[config.mk]
export PLATFORM = sky130hd
export DESIGN_NAME = up_down_counter
export DESIGN_NICKNAME = d
export VERILOG_FILES = /design/src/rtl/up_down_counter.sv
export SDC_FILE = /design/constraint.sdc
export NUM_CORES = 1
export LEC_CHECK = 0
export BUFFER_PORTS_ARGS = -buffer_cell sky130_fd_sc_hd__buf_4
export CORE_AREA = 2 2 39 41
export DETAILED_ROUTE_END_ITERATION = 8
export DIE_AREA = 0 0 41 43
export PLACE_DENSITY = 0.54
export SYNTH_ARGS = -nofsm -noshare
export SYNTH_HDL_FRONTEND = slang
export SYNTH_SLANG_ARGS = --single-unit
[constraint.sdc]
create_clock -name clk -period 1.35 [get_ports clk]
set_input_delay 0.0675 -clock clk [delete_from_list [all_inputs] [get_ports clk]]
set_output_delay 0.0675 -clock clk [all_outputs]
set_load 0.02 [all_outputs]
[src/rtl/up_down_counter.sv]
// Loadable up/down modulo-MOD counter; one-cycle latency, count is registered.
// No backpressure: steps every cycle unless in reset or loading.
module up_down_counter #(
    parameter int WIDTH = 4,
    parameter int MOD   = 12
) (
    input  logic             clk,
    input  logic             rst,
    input  logic [WIDTH-1:0] d_in,
    input  logic             load,
    input  logic             up_dn,
    output logic [WIDTH-1:0] count
);

    localparam logic [WIDTH-1:0] MAX = WIDTH'(MOD - 1);
    localparam logic [WIDTH-1:0] ONE = WIDTH'(1);

    if (MOD < 2 || MOD > (1 << WIDTH)) begin : g_bad_mod
        $error("up_down_counter: MOD must lie in 2..2**WIDTH");
    end

    logic [WIDTH-1:0] next_count;

    // Out-of-range values (>= MOD, after a raw load) wrap to 0 going up
    // and step down normally until they re-enter the legal range.
    always_comb begin
        next_count = count;
        if (up_dn) begin
            next_count = (count >= MAX) ? '0 : count + ONE;
        end else begin
            next_count = (count == '0) ? MAX : count - ONE;
        end
    end

    always_ff @(posedge clk) begin
        if (!rst) begin
            count <= '0;
        end else if (load) begin
            count <= d_in;
        end else begin
            count <= next_count;
        end
    end

endmodule

==> flow_metrics.env, run 1 <==
export IMPL_placed_cell_area_um2=409
export IMPL_final_seq_area_um2=83.8
export IMPL_syn_inst=42
export IMPL_start_util_pct=24.4
export IMPL_reg_largest_list="count: 4 flops"
export IMPL_finalHoldViolCount=0
export IMPL_rows=14
export IMPL_grt_pass1_wl_mm=1.30
export IMPL_drv_cap=0
export IMPL_die_area_um2=1760
export IMPL_die_w_um=41
export IMPL_clock_root_buffer="clkbuf_4"
export IMPL_yosys_warnings=0
export IMPL_grt_overflow_total=0
export IMPL_power_share_clock_pct=37.1
export IMPL_synth_edff_count=0
export IMPL_synth_avg_cell_area_um2=8.04
export IMPL_grt_pass1_vias=293
export IMPL_fin_area_um2=442
export IMPL_fin_crit_sh_pct=91.2
export IMPL_synthToLayoutAreaGrowth_pct=30.7
export IMPL_max_freq_ghz=0.812
export IMPL_path_cells="inv_1 > ha_2 > nor2b_1 > a221oi_1 > nor2_1"
export IMPL_synth_seq_cells=4
export IMPL_boundaryPins=12
export IMPL_via_per_inst=4.94
export IMPL_via_count=341
export IMPL_grt_usage_pct=11.0
export IMPL_cpLargestDelayFamily="flip-flops"
export IMPL_wirelength_um=770
export IMPL_max_stage_delay_ns=0.36
export IMPL_slew_viol_final=0
export IMPL_p_switching_mw=0.136
export IMPL_power_frac_comb_pct=27.1
export IMPL_async_flop_share_pct=0
export IMPL_period_needed_ns=1.23
export IMPL_fp_dieH_um=43
export IMPL_port_buffers=11
export IMPL_switching_share_pct=31.9
export IMPL_largest_register="count"
export IMPL_crit_fanout=6
export IMPL_drc=0
export IMPL_critPathSlowestCell="dfxtp_2"
export IMPL_fp_coreArea_um2=1380
export IMPL_worst_slew_pin_slew_ns=0.314
export IMPL_finalSetupViolCount=0
export IMPL_post_route_cells_drive_above_1_share_pct=37.7
export IMPL_fin_skew_ns=0.00934
export IMPL_status="finished, final reports clean"
export IMPL_synth_yosys_seq_area_share_pct=23.7
export IMPL_hold_path_class="primary input to flop"
export IMPL_synth_top_flop_cell="dfxtp_1"
export IMPL_cts_max_path_buffers=2
export IMPL_h_tree_depth=1
export IMPL_cts_made_buffers=3
export IMPL_synth_nets=52
export IMPL_finalNetCount=65
export IMPL_rsz0062_at_grt="false"
export IMPL_cp_start_kind="flop"
export IMPL_grt_max_degree=13
export IMPL_netlist_area_leader_share_pct=23.7
export IMPL_critical_path_buf_inv_count=1
export IMPL_fill_cells=149
export IMPL_pwr_share_seq_pct=35.8
export IMPL_clock_sinks=4
export IMPL_cts_tree="done"
export IMPL_clock_latency_ns=0.25
export IMPL_antenna_left=0
export IMPL_synth_most_common_cell="nor2_1"
export IMPL_multi_input_area_um2=221
export IMPL_p_per_area_nw_per_um2=966
export IMPL_worstPathArrival_ns=1.35
export IMPL_drtIter0Drc=4
export IMPL_synth_area_um2=338
export IMPL_synth_cell_type_count=20
export IMPL_internal_power_mw=0.290
export IMPL_antenna_cells=0
export IMPL_place_congestion=0.689
export IMPL_leakagePower_nw=0.192
export IMPL_cts_setup_buffers=0
export IMPL_ir_drop_v=0.000284
export IMPL_firstDrtPassIters=3
export IMPL_synth_area_top_cells="dfxtp_1 24%, buf_6 10%, ha_1 7.4%"
export IMPL_critPathKind="flop to flop"
export IMPL_endpoint_kind="flop"
export IMPL_synth_top_area_cell="dfxtp_1"
export IMPL_routedWlPerCell_um=11.2
export IMPL_maxSlewHeadroom_pct=79.1
export IMPL_cts_clk_slew_worst_paths_ns=0.04
export IMPL_antenna_found_initial=0
export IMPL_largest_reg_flops=4
export IMPL_required_ns=1.47
export IMPL_synthTopCellsByCount="6 x nor2_1, 4 x dfxtp_1, 4 x o21ai_0"
export IMPL_setup_tns_ns=0
==> metrics by stage <==
stage | utilization, % | cells | power [mW] | hold WS [ns] | worst slack [ns]
finish | 31.9 | 69 | 0.427 | 0.0588 | 0.119
global route | 31.9 | 69 | 0.453 | 0.0785 | 0.0188
CTS | 31.2 | 69 | 0.428 | 0.0589 | 0.0653
detailed placement | 29.6 | 66 | 0.266 | 0.316 | 0.0613
global placement | 29.6 | 66 | 0.267 | 0.311 | 0.0780
floorplan | - | 42 | 0.231 | 0.196 | 0.0498
==> cells in the final DEF (no fill, tap or decap), drive strengths merged <==
cell / count
a2111o: 1
a21oi: 2
a221oi: 2
and4b: 1
buf: 11
clkbuf: 3
dfxtp: 4
ha: 2
inv: 3
nand2: 1
nand3: 3
nor2: 6
nor2b: 3
nor3b: 1
nor4b: 1
o2111ai: 1
o211ai: 2
o21ai: 4
o31ai: 1
or2: 1
==> worst register-to-register path, stage by stage (launching register included) <==
cell	delay, ns
dfxtp_2	0.36
inv_1	0.07
ha_2	0.19
nor2b_1	0.15
a221oi_1	0.26
nor2_1	0.08
==> path summary, 6_finish.rpt <==
path / startpoint / to / slack (ns) / cells after the start
max reg2reg: count[0]$_SDFF_PN0_ / count[0]$_SDFF_PN0_ / 0.12 / 5
min reg2reg: count[0]$_SDFF_PN0_ / count[0]$_SDFF_PN0_ / 0.63 / 3
max: count[0]$_SDFF_PN0_ / count[0]$_SDFF_PN0_ / 0.12 / 5
min: d_in[2] / count[2]$_SDFF_PN0_ / 0.06 / 3
==> layout make-up <==
type                            instances  share of cell area (%)
Clock buffer                            3                    5.10
Multi-Input combinational cell         32                    50.1
Timing Repair Buffer                   11                    18.7
Inverter                                3                    2.55
Sequential cell                         4                    19.0
Tap cell                               16                    4.53
==> kinds of logic after synthesis <==
logic type               count (synthesis)  synth area share (%)
adder cells (fa/ha/maj)                  2                  7.41
buffers and inverters                    6                  13.3
AND/OR/NAND/NOR                         17                  27.4
AO/OA/AOI/OAI                           13                  28.2
flip-flops                               4                  23.7
==> layer usage <==
| metal | track usage [%] | part of all wire [%] |
|---|---|---|
| met4 | 10.0 | 1.9 |
| met3 | 1.57 | 4.2 |
| met1 | 14.8 | 45 |
| met2 | 14.4 | 49 |
| met5 | 0 | 0 |
==> power groups by stage <==
stage	Clock (mW)	Sequential, mW	Combinational (mW)
2_1_floorplan	0	0.155	0.0761
3_3_place_gp	0	0.154	0.113
3_5_place_dp	0	0.153	0.113
4_1_cts	0.164	0.151	0.113
5_1_grt	0.168	0.157	0.129
6_report	0.158	0.153	0.116
==> what timing repair did <==
| item | in CTS | in global routing |
|---|---|---|
| hold buffers | 0 | 0 |
| resized for setup | 0 | 3 |
| setup endpoints to repair | 0 | 3 |
Note: power is estimated with default switching activity, not from simulation.
==> run 2: changes to the inputs <==
PLACE_DENSITY = 0.43   (was 0.54)
==> flow_metrics.env, run 2 (synthesis gave the netlist of run 1 again) <==
export IMPL_status="finished, final reports clean"
export IMPL_worstPathArrival_ns=1.42
export IMPL_place_hpwl_um=661
export IMPL_dp_cells=69
export IMPL_antenna_found_initial=0
export IMPL_worstHoldStart="d_in[3]"
export IMPL_p_switching_mw=0.131
export IMPL_rows=14
export IMPL_finalSetupViolCount=0
export IMPL_routedWlPerCell_um=11.8
export IMPL_critPathSlowestCell="dfxtp_1"
export IMPL_mostFrequentLayoutCell="buf_4"
export IMPL_startpoint="count[3]$_SDFF_PN0_"
export IMPL_antenna_left=0
export IMPL_endpoint_kind="flop"
export IMPL_fill_cells=159
export IMPL_total_power_mw=0.429
export IMPL_fp_dieH_um=43
export IMPL_finalNonFillerCells=72
export IMPL_reg2reg_depth=3
export IMPL_grt_pass1_wl_mm=1.51
export IMPL_worst_slew_pin_slew_ns=0.358
export IMPL_port_buffers=11
export IMPL_drc=0
export IMPL_fin_crit_sh_pct=93.2
export IMPL_cts_tree="done"
export IMPL_critPathKind="flop to flop"
export IMPL_max_stage_delay_ns=0.52
export IMPL_fin_util_pct=33.3
export IMPL_wirelength_um=849
export IMPL_met2_usage_pct=21.3
export IMPL_pre_cts_slack_ns=0.102
export IMPL_reg2reg_from="count[3]$_SDFF_PN0_"
export IMPL_pwr_share_seq_pct=34.7
export IMPL_fp_coreArea_um2=1380
export IMPL_max_freq_ghz=0.795
export IMPL_cts_made_buffers=3
export IMPL_power_share_clock_pct=34.7
export IMPL_die_area_um2=1760
export IMPL_crit_fanout=12
export IMPL_required_ns=1.51
export IMPL_slew_viol_final=0
export IMPL_clock_sinks=4
export IMPL_fin_ws_ns=0.0922
export IMPL_post_route_cells_drive_above_1_share_pct=37.5
export IMPL_drv_cap=0
export IMPL_drtIter0Drc=7
export IMPL_via_per_inst=4.94
export IMPL_firstDrtPassIters=4
export IMPL_grt_usage_pct=12.7
export IMPL_p_per_area_nw_per_um2=932
export IMPL_finalHoldViolCount=0
export IMPL_fin_skew_ns=0.000985
export IMPL_start_util_pct=24.4
export IMPL_ir_drop_v=0.000360
export IMPL_via_count=356
export IMPL_finalNetCount=68
export IMPL_grt_busiest_layer="met2"
export IMPL_grt_overflow_total=0
export IMPL_met3_usage_pct=1.57
export IMPL_ff2ff_setup_slack_ns=0.09
export IMPL_endpoint="count[3]$_SDFF_PN0_"
export IMPL_cts_clk_slew_worst_paths_ns=0.04
export IMPL_switching_share_pct=30.6
export IMPL_largest_register="count"
export IMPL_reg_largest_list="count: 4 flops"
export IMPL_maxSlewHeadroom_pct=76.1
export IMPL_die_w_um=41
export IMPL_layout_common_cells="14 x buf_4, 6 x nor2_1, 4 x o21ai_0"
export IMPL_hold_path_class="primary input to flop"
export IMPL_h_tree_depth=1
export IMPL_power_frac_comb_pct=30.6
export IMPL_grt_use_met1_pct=14.1
export IMPL_r2r_end="count[3]$_SDFF_PN0_"
export IMPL_period_needed_ns=1.26
export IMPL_clock_latency_ns=0.23
export IMPL_cts_setup_buffers=0
export IMPL_path_cells="nor2_1 > a2111o_1 > o211ai_2"
export IMPL_grt_max_degree=13
export IMPL_clock_root_buffer="clkbuf_4"
export IMPL_internal_power_mw=0.298
export IMPL_synthToLayoutAreaGrowth_pct=36.3
export IMPL_cts_max_path_buffers=2
export IMPL_cp_start_kind="flop"
export IMPL_grt_pass1_vias=386
export IMPL_place_congestion=0.694
export IMPL_antenna_cells=0
export IMPL_largest_reg_flops=4
export IMPL_leakagePower_nw=0.208
export IMPL_boundaryPins=12
## run 2: cell count changes in the layout (fill, tap and decap cells not counted), sizes merged
cell / change
buf: +3
## run 2: worst min-delay path by stage
stage                                endpoint  slack, ns  cells past startpoint
after detailed placement  count[2]$_SDFF_PN0_       0.31                      3
after floorplan           count[0]$_SDFF_PN0_       0.20                      2
final                     count[3]$_SDFF_PN0_       0.08                      3
after global placement    count[2]$_SDFF_PN0_       0.31                      3
after CTS                 count[3]$_SDFF_PN0_       0.07                      3
after global routing      count[3]$_SDFF_PN0_       0.09                      3
## run 2: per-layer routing
metal / routed length, µm / vias to the layer above
met4: 0 / 0
met1: 353 / 166
met2: 466 / 8
li1: - / 182
met3: 30 / 0
met5: 0 / -
## run 2: worst max-delay path, delay by kind of cell (launching register included)
family          cells  cell delay, ns
flops               1            0.52
compound gates      2            0.56
simple gates        1            0.10
## run 2: final cells by class
cell class | instances | area, µm² | area share [%]
Clock buffer | 3 | 22.5 | 4.89
Multi-Input combinational cell | 32 | 219 | 47.6
Sequential cell | 4 | 82.6 | 17.9
Tap cell | 16 | 20.0 | 4.35
Timing Repair Buffer | 14 | 105 | 22.8
Inverter | 3 | 11.3 | 2.45
## run 2: power by group through the flow
| stage | sequential (mW) | combinational [mW] | clock, mW |
|---|---|---|---|
| 5_1_grt | 0.152 | 0.147 | 0.163 |
| 3_5_place_dp | 0.150 | 0.129 | 0 |
| 4_1_cts | 0.148 | 0.130 | 0.154 |
| 6_report | 0.149 | 0.131 | 0.149 |
| 3_3_place_gp | 0.151 | 0.130 | 0 |
| 2_1_floorplan | 0.155 | 0.0761 | 0 |
## run 2: timing repair
item / in CTS / in global routing
hold buffers: 0 / 0
endpoints found under the setup margin: 0 / 1
gates resized for setup: 0 / 1
## run 2: per-stage QoR
stage / instance area [µm²] / TNS (ns) / hold slack (ns)
after floorplan: 340 / 0 / 0.196
after global placement: 432 / 0 / 0.309
after detailed placement: 432 / 0 / 0.306
after CTS: 454 / 0 / 0.0738
after global routing: 460 / -0.0108 / 0.0909
final: 460 / 0 / 0.0765
==> run 3: changes to the inputs <==
REMOVE_ABC_BUFFERS = 1   (was not set)
==> flow_metrics.env, run 3 (synthesis gave the netlist of run 1 again) <==
export IMPL_status="finished, final reports clean"
export IMPL_required_ns=1.52
export IMPL_reg2reg_from="count[3]$_SDFF_PN0_"
export IMPL_h_tree_depth=1
export IMPL_reg_largest_list="count: 4 flops"
export IMPL_die_area_um2=1760
export IMPL_fp_dieH_um=43
export IMPL_r2r_end="count[3]$_SDFF_PN0_"
export IMPL_ff2ff_setup_slack_ns=0.08
export IMPL_placed_cell_area_um2=429
export IMPL_worstHoldStart="d_in[0]"
export IMPL_grt_overflow_total=0
export IMPL_cts_clk_slew_worst_paths_ns=0.04
export IMPL_fin_area_um2=467
export IMPL_antenna_left=0
export IMPL_fin_util_pct=33.7
export IMPL_finalNonFillerCells=72
export IMPL_finalNetCount=68
export IMPL_pwr_share_seq_pct=34.9
export IMPL_hold_end="count[0]$_SDFF_PN0_"
export IMPL_internal_power_mw=0.298
export IMPL_p_switching_mw=0.131
export IMPL_power_frac_comb_pct=30.2
export IMPL_fin_crit_sh_pct=93.8
export IMPL_largest_register="count"
export IMPL_post_route_cells_drive_above_1_share_pct=39.3
export IMPL_critPathKind="flop to flop"
export IMPL_grt_pass1_wl_mm=1.14
export IMPL_antenna_cells=0
export IMPL_cts_tree="done"
export IMPL_reg2reg_depth=3
export IMPL_crit_fanout=12
export IMPL_drtIter0Drc=2
export IMPL_cts_hold_buffers=0
export IMPL_holdPathStages=3
export IMPL_slew_viol_final=0
export IMPL_maxSlewHeadroom_pct=76.0
export IMPL_clock_sinks=4
export IMPL_antenna_found_initial=0
export IMPL_met3_usage_pct=4.71
export IMPL_rsz0062_at_grt="false"
export IMPL_port_buffers=11
export IMPL_mostFrequentLayoutCell="buf_4"
export IMPL_via_per_inst=4.78
export IMPL_cts_made_buffers=3
export IMPL_ir_drop_v=0.000311
export IMPL_synthToLayoutAreaGrowth_pct=38.1
export IMPL_grt_busiest_layer="met1"
export IMPL_grt_max_degree=13
export IMPL_clock_root_buffer="clkbuf_4"
export IMPL_critPathSlowestCell="dfxtp_1"
export IMPL_p_per_area_nw_per_um2=920
export IMPL_routedWlPerCell_um=10.6
export IMPL_rows=14
export IMPL_max_freq_ghz=0.790
export IMPL_finalHoldViolCount=0
export IMPL_grt_pass1_vias=273
export IMPL_drc=0
export IMPL_leakagePower_nw=0.209
export IMPL_clock_latency_ns=0.24
export IMPL_largest_reg_flops=4
export IMPL_fin_skew_ns=0.00485
export IMPL_place_congestion=0.678
export IMPL_drv_cap=0
export IMPL_finalSetupViolCount=0
export IMPL_switching_share_pct=30.6
export IMPL_boundaryPins=12
export IMPL_cts_resized=0
export IMPL_cts_max_path_buffers=2
export IMPL_period_needed_ns=1.27
export IMPL_worstPathArrival_ns=1.43
export IMPL_via_count=344
export IMPL_grt_usage_pct=10.3
export IMPL_grt_use_met1_pct=12.8
export IMPL_start_util_pct=24.4
export IMPL_dp_cells=69
export IMPL_layout_common_cells="14 x buf_4, 6 x nor2_1, 4 x o21ai_0"
export IMPL_fp_coreArea_um2=1380
export IMPL_firstDrtPassIters=4
export IMPL_met2_usage_pct=12.2
export IMPL_endpoint_kind="flop"
export IMPL_cp_start_kind="flop"
export IMPL_worst_slew_pin_slew_ns=0.359
export IMPL_max_stage_delay_ns=0.53
export IMPL_die_w_um=41
export IMPL_power_share_clock_pct=34.8
export IMPL_cts_setup_buffers=0
export IMPL_wirelength_um=761
export IMPL_path_cells="nor2_1 > a2111o_1 > o211ai_2"
export IMPL_hold_path_class="primary input to flop"
## run 3: worst max path at each step
stage	startpoint	end	depth (start not counted)
6_report	count[3]$_SDFF_PN0_	count[3]$_SDFF_PN0_	3
3_5_place_dp	count[1]$_SDFF_PN0_	count[0]$_SDFF_PN0_	5
5_1_grt	count[3]$_SDFF_PN0_	count[3]$_SDFF_PN0_	3
3_3_place_gp	count[1]$_SDFF_PN0_	count[0]$_SDFF_PN0_	5
2_1_floorplan	count[0]$_SDFF_PN0_	count[2]$_SDFF_PN0_	5
4_1_cts	count[0]$_SDFF_PN0_	count[0]$_SDFF_PN0_	5
## run 3: critical path: cells and delay by family (launching register included)
family,cells,cell delay [ns]
compound gates,2,0.58
flops,1,0.53
simple gates,1,0.09
## run 3: per-layer routing
| metal | wire length, µm | part of all wire (%) |
|---|---|---|
| met3 | 41 | 5.4 |
| met2 | 360 | 47 |
| met5 | 0 | 0 |
| met1 | 359 | 47 |
| met4 | 0 | 0 |
## run 3: power by group through the flow
| stage | combinational (mW) | sequential, mW | clock [mW] |
|---|---|---|---|
| after floorplan | 0.0539 | 0.159 | 0 |
| after global placement | 0.127 | 0.151 | 0 |
| after detailed placement | 0.125 | 0.150 | 0 |
| after CTS | 0.126 | 0.148 | 0.155 |
| after global routing | 0.143 | 0.153 | 0.162 |
| final | 0.130 | 0.150 | 0.150 |
## run 3: metrics by stage
stage / total power, mW / hold slack [ns] / setup slack, ns / setup TNS [ns]
floorplan: 0.213 / 0.200 / -0.0584 / -0.0584
CTS: 0.429 / 0.0731 / 0.0339 / 0
detailed placement: 0.275 / 0.316 / 0.0474 / 0
finish: 0.429 / 0.0740 / 0.0839 / 0
global route: 0.458 / 0.0814 / 0.0242 / 0
global placement: 0.278 / 0.318 / 0.0318 / 0
## run 3: area by class of cell
| type | count | area [µm²] |
|---|---|---|
| clock buffer | 3 | 22.5 |
| fill | 158 | 917 |
| inverter | 3 | 11.3 |
| multi-input combinational | 32 | 225 |
| sequential | 4 | 82.6 |
| tap | 16 | 20.0 |
| timing repair buffer | 14 | 105 |
